<file path="src/rtl/alu_secuenciador.sv">
// Issue/writeback sequencer around a combinational ALU: a small register bank, a valid/ready command port and result writeback.
// Optional conditional execution is compiled in with `define ALU_SECUENCIADOR_COND_EN.
module alu_secuenciador #(
  parameter  int DATA_W = 4,
  parameter  int OP_W   = 4,
  parameter  int NREG   = 4,
  localparam int SEL_W  = $clog2(NREG)
) (
  input  logic              iClk,
  input  logic              iReset,
`ifdef ALU_SECUENCIADOR_COND_EN
  input  logic [1:0]        ivCondicion,
  output logic              oOmitido,
`endif
  input  logic              iValido,
  output logic              oListo,
  input  logic [OP_W-1:0]   ivInstruccion,
  input  logic [SEL_W-1:0]  ivSelA,
  input  logic [SEL_W-1:0]  ivSelB,
  input  logic [SEL_W-1:0]  ivSelDestino,
  input  logic              iCargar,
  input  logic [SEL_W-1:0]  ivSelCarga,
  input  logic [DATA_W-1:0] ivDatoCarga,
  input  logic [SEL_W-1:0]  ivSelLectura,
  output logic [DATA_W-1:0] ovDatoLectura,
  output logic [OP_W-1:0]   ovAluInstruccion,
  output logic [DATA_W-1:0] ovAluA,
  output logic [DATA_W-1:0] ovAluB,
  input  logic [DATA_W-1:0] ivAluResultado,
  input  logic [3:0]        ivAluFlags,
  output logic [3:0]        ovFlags,
  output logic              oHecho
);

  localparam logic [0:0] ST_IDLE = 1'b0;
  localparam logic [0:0] ST_EXEC = 1'b1;

  logic [0:0]        r_estado;
  logic [DATA_W-1:0] r_banco [NREG];
  logic [SEL_W-1:0]  r_dest;
  logic [3:0]        r_flags;
  logic              r_hecho;
  logic              r_ejecutar;
  logic [OP_W-1:0]   r_alu_instr;
  logic [DATA_W-1:0] r_alu_a;
  logic [DATA_W-1:0] r_alu_b;
  logic              w_cond_ok;
  logic              w_escribe;

`ifdef ALU_SECUENCIADOR_COND_EN
  logic              r_omitido;

  // Condition is judged against the flags as they stand at acceptance
  always_comb begin
    w_cond_ok = 1'b1;
    case (ivCondicion)
      2'b00:   w_cond_ok = 1'b1;
      2'b01:   w_cond_ok = r_flags[0];
      2'b10:   w_cond_ok = r_flags[1];
      2'b11:   w_cond_ok = ~r_flags[0];
      default: w_cond_ok = 1'b1;
    endcase
  end

  assign oOmitido = r_omitido;
`else
  assign w_cond_ok = 1'b1;
`endif

  assign oListo           = (r_estado == ST_IDLE) && !iReset;
  assign w_escribe        = (r_estado == ST_EXEC) && r_ejecutar;
  assign ovDatoLectura    = r_banco[ivSelLectura];
  assign ovAluInstruccion = r_alu_instr;
  assign ovAluA           = r_alu_a;
  assign ovAluB           = r_alu_b;
  assign ovFlags          = r_flags;
  assign oHecho           = r_hecho;

  // Register bank: writeback is assigned last so it wins a same-register collision with a load
  always_ff @(posedge iClk) begin
    if (iReset) begin
      for (int i = 0; i < NREG; i++) begin
        r_banco[i] <= '0;
      end
    end else begin
      if (iCargar) begin
        r_banco[ivSelCarga] <= ivDatoCarga;
      end
      if (w_escribe) begin
        r_banco[r_dest] <= ivAluResultado;
      end
    end
  end

  // Sequencing FSM: capture operands on acceptance, retire the ALU result one cycle later
  always_ff @(posedge iClk) begin
    if (iReset) begin
      r_estado    <= ST_IDLE;
      r_dest      <= '0;
      r_flags     <= 4'b0000;
      r_hecho     <= 1'b0;
      r_ejecutar  <= 1'b0;
      r_alu_instr <= '0;
      r_alu_a     <= '0;
      r_alu_b     <= '0;
`ifdef ALU_SECUENCIADOR_COND_EN
      r_omitido   <= 1'b0;
`endif
    end else begin
      r_hecho <= 1'b0;
`ifdef ALU_SECUENCIADOR_COND_EN
      r_omitido <= 1'b0;
`endif
      case (r_estado)
        ST_IDLE: begin
          if (iValido) begin
            r_alu_instr <= ivInstruccion;
            r_alu_a     <= r_banco[ivSelA];
            r_alu_b     <= r_banco[ivSelB];
            r_dest      <= ivSelDestino;
            r_ejecutar  <= w_cond_ok;
            r_estado    <= ST_EXEC;
          end
        end
        ST_EXEC: begin
          if (r_ejecutar) begin
            r_flags <= ivAluFlags;
          end
          r_hecho  <= 1'b1;
`ifdef ALU_SECUENCIADOR_COND_EN
          r_omitido <= ~r_ejecutar;
`endif
          r_estado <= ST_IDLE;
        end
        default: r_estado <= ST_IDLE;
      endcase
    end
  end

endmodule

</file>
<file path="config.mk">
export PLATFORM = sky130hd
export DESIGN_NAME = alu_secuenciador
export DESIGN_NICKNAME = d
export VERILOG_FILES = /design/src/rtl/alu_secuenciador.sv
export SDC_FILE = /design/constraint.sdc
export NUM_CORES = 1
export LEC_CHECK = 0
export CORE_MARGIN = 3
export CORE_UTILIZATION = 40
export DETAILED_ROUTE_END_ITERATION = 6
export DONT_BUFFER_PORTS = 1
export PLACE_DENSITY = 0.64
export SLEW_MARGIN = 10
export SYNTH_ARGS = -nofsm -noshare
export SYNTH_HDL_FRONTEND = slang
export SYNTH_SLANG_ARGS = --single-unit
</file>
<file path="constraint.sdc">
create_clock -name iClk -period 2.9 [get_ports iClk]
set_clock_uncertainty 0.15 [all_clocks]
set_input_delay 0.58 -clock iClk [delete_from_list [all_inputs] [get_ports iClk]]
set_output_delay 0.58 -clock iClk [all_outputs]
set_load 0.03 [all_outputs]
</file>
After elaboration in Yosys (flattened, before gate mapping)
Memory sizes are Yosys's and may differ from the RTL's. A register that Yosys moved wholly into a read port is not among the register bits.
Index checks and enable logic that the tools add are counted.
{"block": "totals", "memories": 1, "ramBits": 16, "reg_bits": 13, "inputBits": 30, "out_inout_bits": 22}
{"name": "r_banco", "words": 4, "width": 4, "rd": 3, "rd_clocked_by_memory_dff": 2, "wr": 4, "line_no": "39", "rtl": "logic [DATA_W-1:0] r_banco [NREG];"}
{"block": "op_classes", "n_mux": 17, "reduce_logical": 7, "bitwise": 1}
{"operator": "1-bit 2-to-1 mux", "count": 12}
{"operator": "4-bit 2-to-1 mux", "count": 2}
{"operator": "4-bit OR reduction", "count": 2}
{"operator": "2-bit 2-to-1 mux", "count": 2}
{"operator": "2-bit AND reduction", "count": 2}
{"operator": "1-bit logical AND", "count": 2}
{"operator": "1-bit case mux with 2 select lines", "count": 1}
{"operator": "1-bit zero test", "count": 1}
{"operator": "1-bit inverter", "count": 1}

Longest topological paths before layout
{"block": "logic_depth", "word_depth": 6, "mapped_depth": 5, "ltp_nobuf": 3}

Least setup slack after synthesis
OpenSTA, ideal clock, no wires.
{"block": "synth_timing", "path_kind": "input to output", "start": "in iReset", "end": "out oListo", "t_arrival_ps": 1538, "stages": 4, "path_buffers": 3, "t_required_ps": 2170, "setup_slack_ps": 632, "cell_sequence": "buf_2 > clkbuf_1 > clkbuf_1 > nor2_1"}
{"block": "synth_via", "elab_chain_cells": 2}
{"item": "start: declaration", "line_no": "10", "rtl": "input logic iReset,"}
{"item": "1-bit zero test", "line_no": "70", "rtl": "assign oListo = (r_estado == ST_IDLE) && !iReset;"}
{"item": "1-bit logical AND", "line_no": "70"}
{"item": "end: declaration", "line_no": "16", "rtl": "output logic oListo,"}
No other way between the ends.

==> summary.txt <==
status: completed
Slew @ Worst Pin: 0.707 ns
CP Launch Point: r_banco[3][0]
CTS Hold Bufs: 0
Rows: 24
post-route setup slack: 0.827 ns
DP Cell Count: 214
DRC: 0
Post-Syn Area per Cell: 10.9 sq um
IO Count: 52
DIE WIDTH: 74.0 um
Bufs on Longest Clock Path: 2
setup_tns: 0 ns
PortBufs: 0
worst min path class: input port to flop
Synth warnings: 0
Crit path buffers/inverters: 0
top achievable clock speed: 482 MHz
Syn Nets: 200
Post-Synth XOR/XNOR Area: 0%
Num CTS Buffers: 5
post-synthesis mux area share: 23.3%
CTS Root Cell: clkbuf_8
post-synthesis compound-gate area fraction: 5.21%
hold_sp: iReset
main combinational cell family by area after synthesis: multiplexers
drt wl/cell: 18.1 um
Cells after Synth: 170
power per cell area: 582 nW/um^2
Met2 Routed Length: 2.13 mm
Via density: 5.73
worst-path fanout max: 3
Synth Register Bits: 37
initial antenna violation count: 0
Place WS: 0.958 ns
Worst VDD drop: 0.000227 V
Initial DRC Count: 81
WL final: 4.03 mm
max-slew violation count: 0
Hold Vio Cnt, Final: 0
Post-Syn Area: 1850 sq um
largest net degree at the start of global routing: 35
Clock Latency Late Sink: 0.28 ns
vias in the first global route: 1223
Post-CTS Setup Bufs: 0
RSZ-0062 raised after global routing: no
first drt pass iteration count: 5
GRT overflow: 0
Worst path depth: 1
Layout Cells excl Fill: 222
Slew Limit Headroom: 52.2%
Crit-path slowest cell: mux4_2
cells along the critical path: mux4_2
CTS tree: done
post-route ant nets: 0
critical path capture point type: output pin
synth-to-layout area growth: 7.52%
Leak: 0.731 nW
diode count: 0
Placeable Area: 4410 sq um
Overall Global Routing Usage: 14.8%
CP delay by family, top: multiplexers
vias post-DR: 1272
clock slew at reported path FFs: 0.07 ns
highest metal used: met4
GPL Wtd Cong: 0.868
Seq/Total Area, Yosys: 48.7%
synth unique cells: 24
Hold Path Cell Cnt: 1
Layout Utilization: 45.0%
met3 WL: 330 um
first-pass GRT wire length: 6.08 mm
HPWL Detailed: 3.23 mm
Final period util: 71.5%
Die ar.: 5470 sq um
startpoint types: flop
Max Cap Violations: 0
CTS resizes: 0
Worst Path Required: 2.17 ns
clk sinks: 37
H-tree Lvls: 2
reg2reg start: r_estado
post-synthesis simple-gate area fraction: 19.6%
fraction of layout cells with a size suffix above 1: 15.3%
Period minus WS final: 2.07 ns
Layout Nets: 199
die height: 74.0 um
Metal-1 WL: 1.51 mm
Post-Synth Adder-Cell Area: 0%
Final Setup Violations: 0
Critical Path Max Stage Delay: 0.62 ns
R2R cell count: 3
Worst EP arrival: 1.34 ns
Setup CP Type: flop to output pin
Initial Util: 41.9%
## sequential cells by signal, indices dropped and copies added (netlist names)
signal	count
ovFlags	4
ovAluB	4
oHecho	1
r_ejecutar	1
ovAluA	4
ovAluInstruccion	4
r_banco	16
r_dest	2
r_estado	1
## per-layer routing
| metal | vias to the layer above | global-route usage (%) |
|---|---|---|
| li1 | 608 | - |
| met4 | 0 | 6.24 |
| met1 | 604 | 16.7 |
| met2 | 56 | 26.0 |
| met3 | 4 | 4.32 |
| met5 | - | 0 |
## synth_stat cells
| master | n | area (sq um) |
|---|---|---|
| clkbuf_1 | 5 | 18.8 |
| nand3_1 | 4 | 20.0 |
| and4bb_2 | 2 | 25.0 |
| edfxtp_1 | 16 | 480 |
| buf_1 | 1 | 3.75 |
| mux2i_1 | 16 | 160 |
| nand2_4 | 1 | 11.3 |
| buf_2 | 2 | 10.0 |
| buf_6 | 1 | 11.3 |
| mux4_2 | 12 | 270 |
| nor4_2 | 1 | 12.5 |
| dfxtp_1 | 21 | 420 |
| a21oi_1 | 18 | 90.1 |
| or4b_4 | 1 | 13.8 |
| nand2_1 | 50 | 188 |
| a31oi_1 | 1 | 6.26 |
| nor4b_1 | 1 | 8.76 |
| inv_1 | 4 | 15.0 |
| nand4bb_1 | 1 | 11.3 |
| nor2_1 | 5 | 18.8 |
| nor4b_2 | 1 | 15.0 |
| nand2b_1 | 1 | 6.26 |
| nor2b_1 | 3 | 18.8 |
| or3_1 | 2 | 12.5 |
## where the power goes
group          switching (mW)  internal (mW)
Sequential             0.0513          0.576
Clock                   0.169          0.253
Combinational          0.0567         0.0509
Total                   0.277          0.879
## path summary, 6_finish.rpt
path / endpoint / slack, ns
worst min-delay path: r_dest[0] / 0.21
worst max-delay path: ovDatoLectura[0] / 0.83
worst min register to register: r_dest[1] / 0.36
worst max register to register: r_banco[2][3] / 0.98
## final cells by class
class / count / area [sq um]
flip-flops and latches: 37 / 901
repair buffers: 1 / 7.51
clock buffers: 5 / 68.8
inverters: 4 / 15.0
clock inverters: 3 / 41.3
fillers: 417 / 2430
multi-input cells: 120 / 888
well taps: 52 / 65.1
## cell usage in the layout, fill, tap and decap left out
cell        instances
nand2_1            50
clkbuf_8            5
mux2i_1            16
clkinv_1            1
inv_1               4
dfxtp_1            21
a21oi_1            18
nand3_1             4
buf_4               1
nor4b_2             1
a31oi_1             1
nand2_4             1
or4b_4              1
nor4b_1             1
nor4_2              1
nor2b_1             3
clkinvlp_4          1
nor2_1              5
nand4bb_1           1
or3_1               2
mux4_2             12
and4bb_2            2
bufinv_16           1
nand2b_1            1
edfxtp_1           16
## logic make-up after synthesis
| kind of cell | count (synthesis) |
|---|---|
| buffers and inverters | 13 |
| multiplexers | 28 |
| AO/OA/AOI/OAI | 19 |
| AND/OR/NAND/NOR | 73 |
| flip-flops | 37 |
## stage by stage
stage | power, mW | hold WS, ns | area (sq um)
after global placement | 0.741 | 0.346 | 1880
after floorplan | 0.727 | 0.330 | 1850
after detailed placement | 0.747 | 0.360 | 1880
after CTS | 1.17 | 0.204 | 1990
final | 1.16 | 0.212 | 1990
after global routing | 1.21 | 0.189 | 1990
No activity file was read; power rests on OpenSTA's default activity.
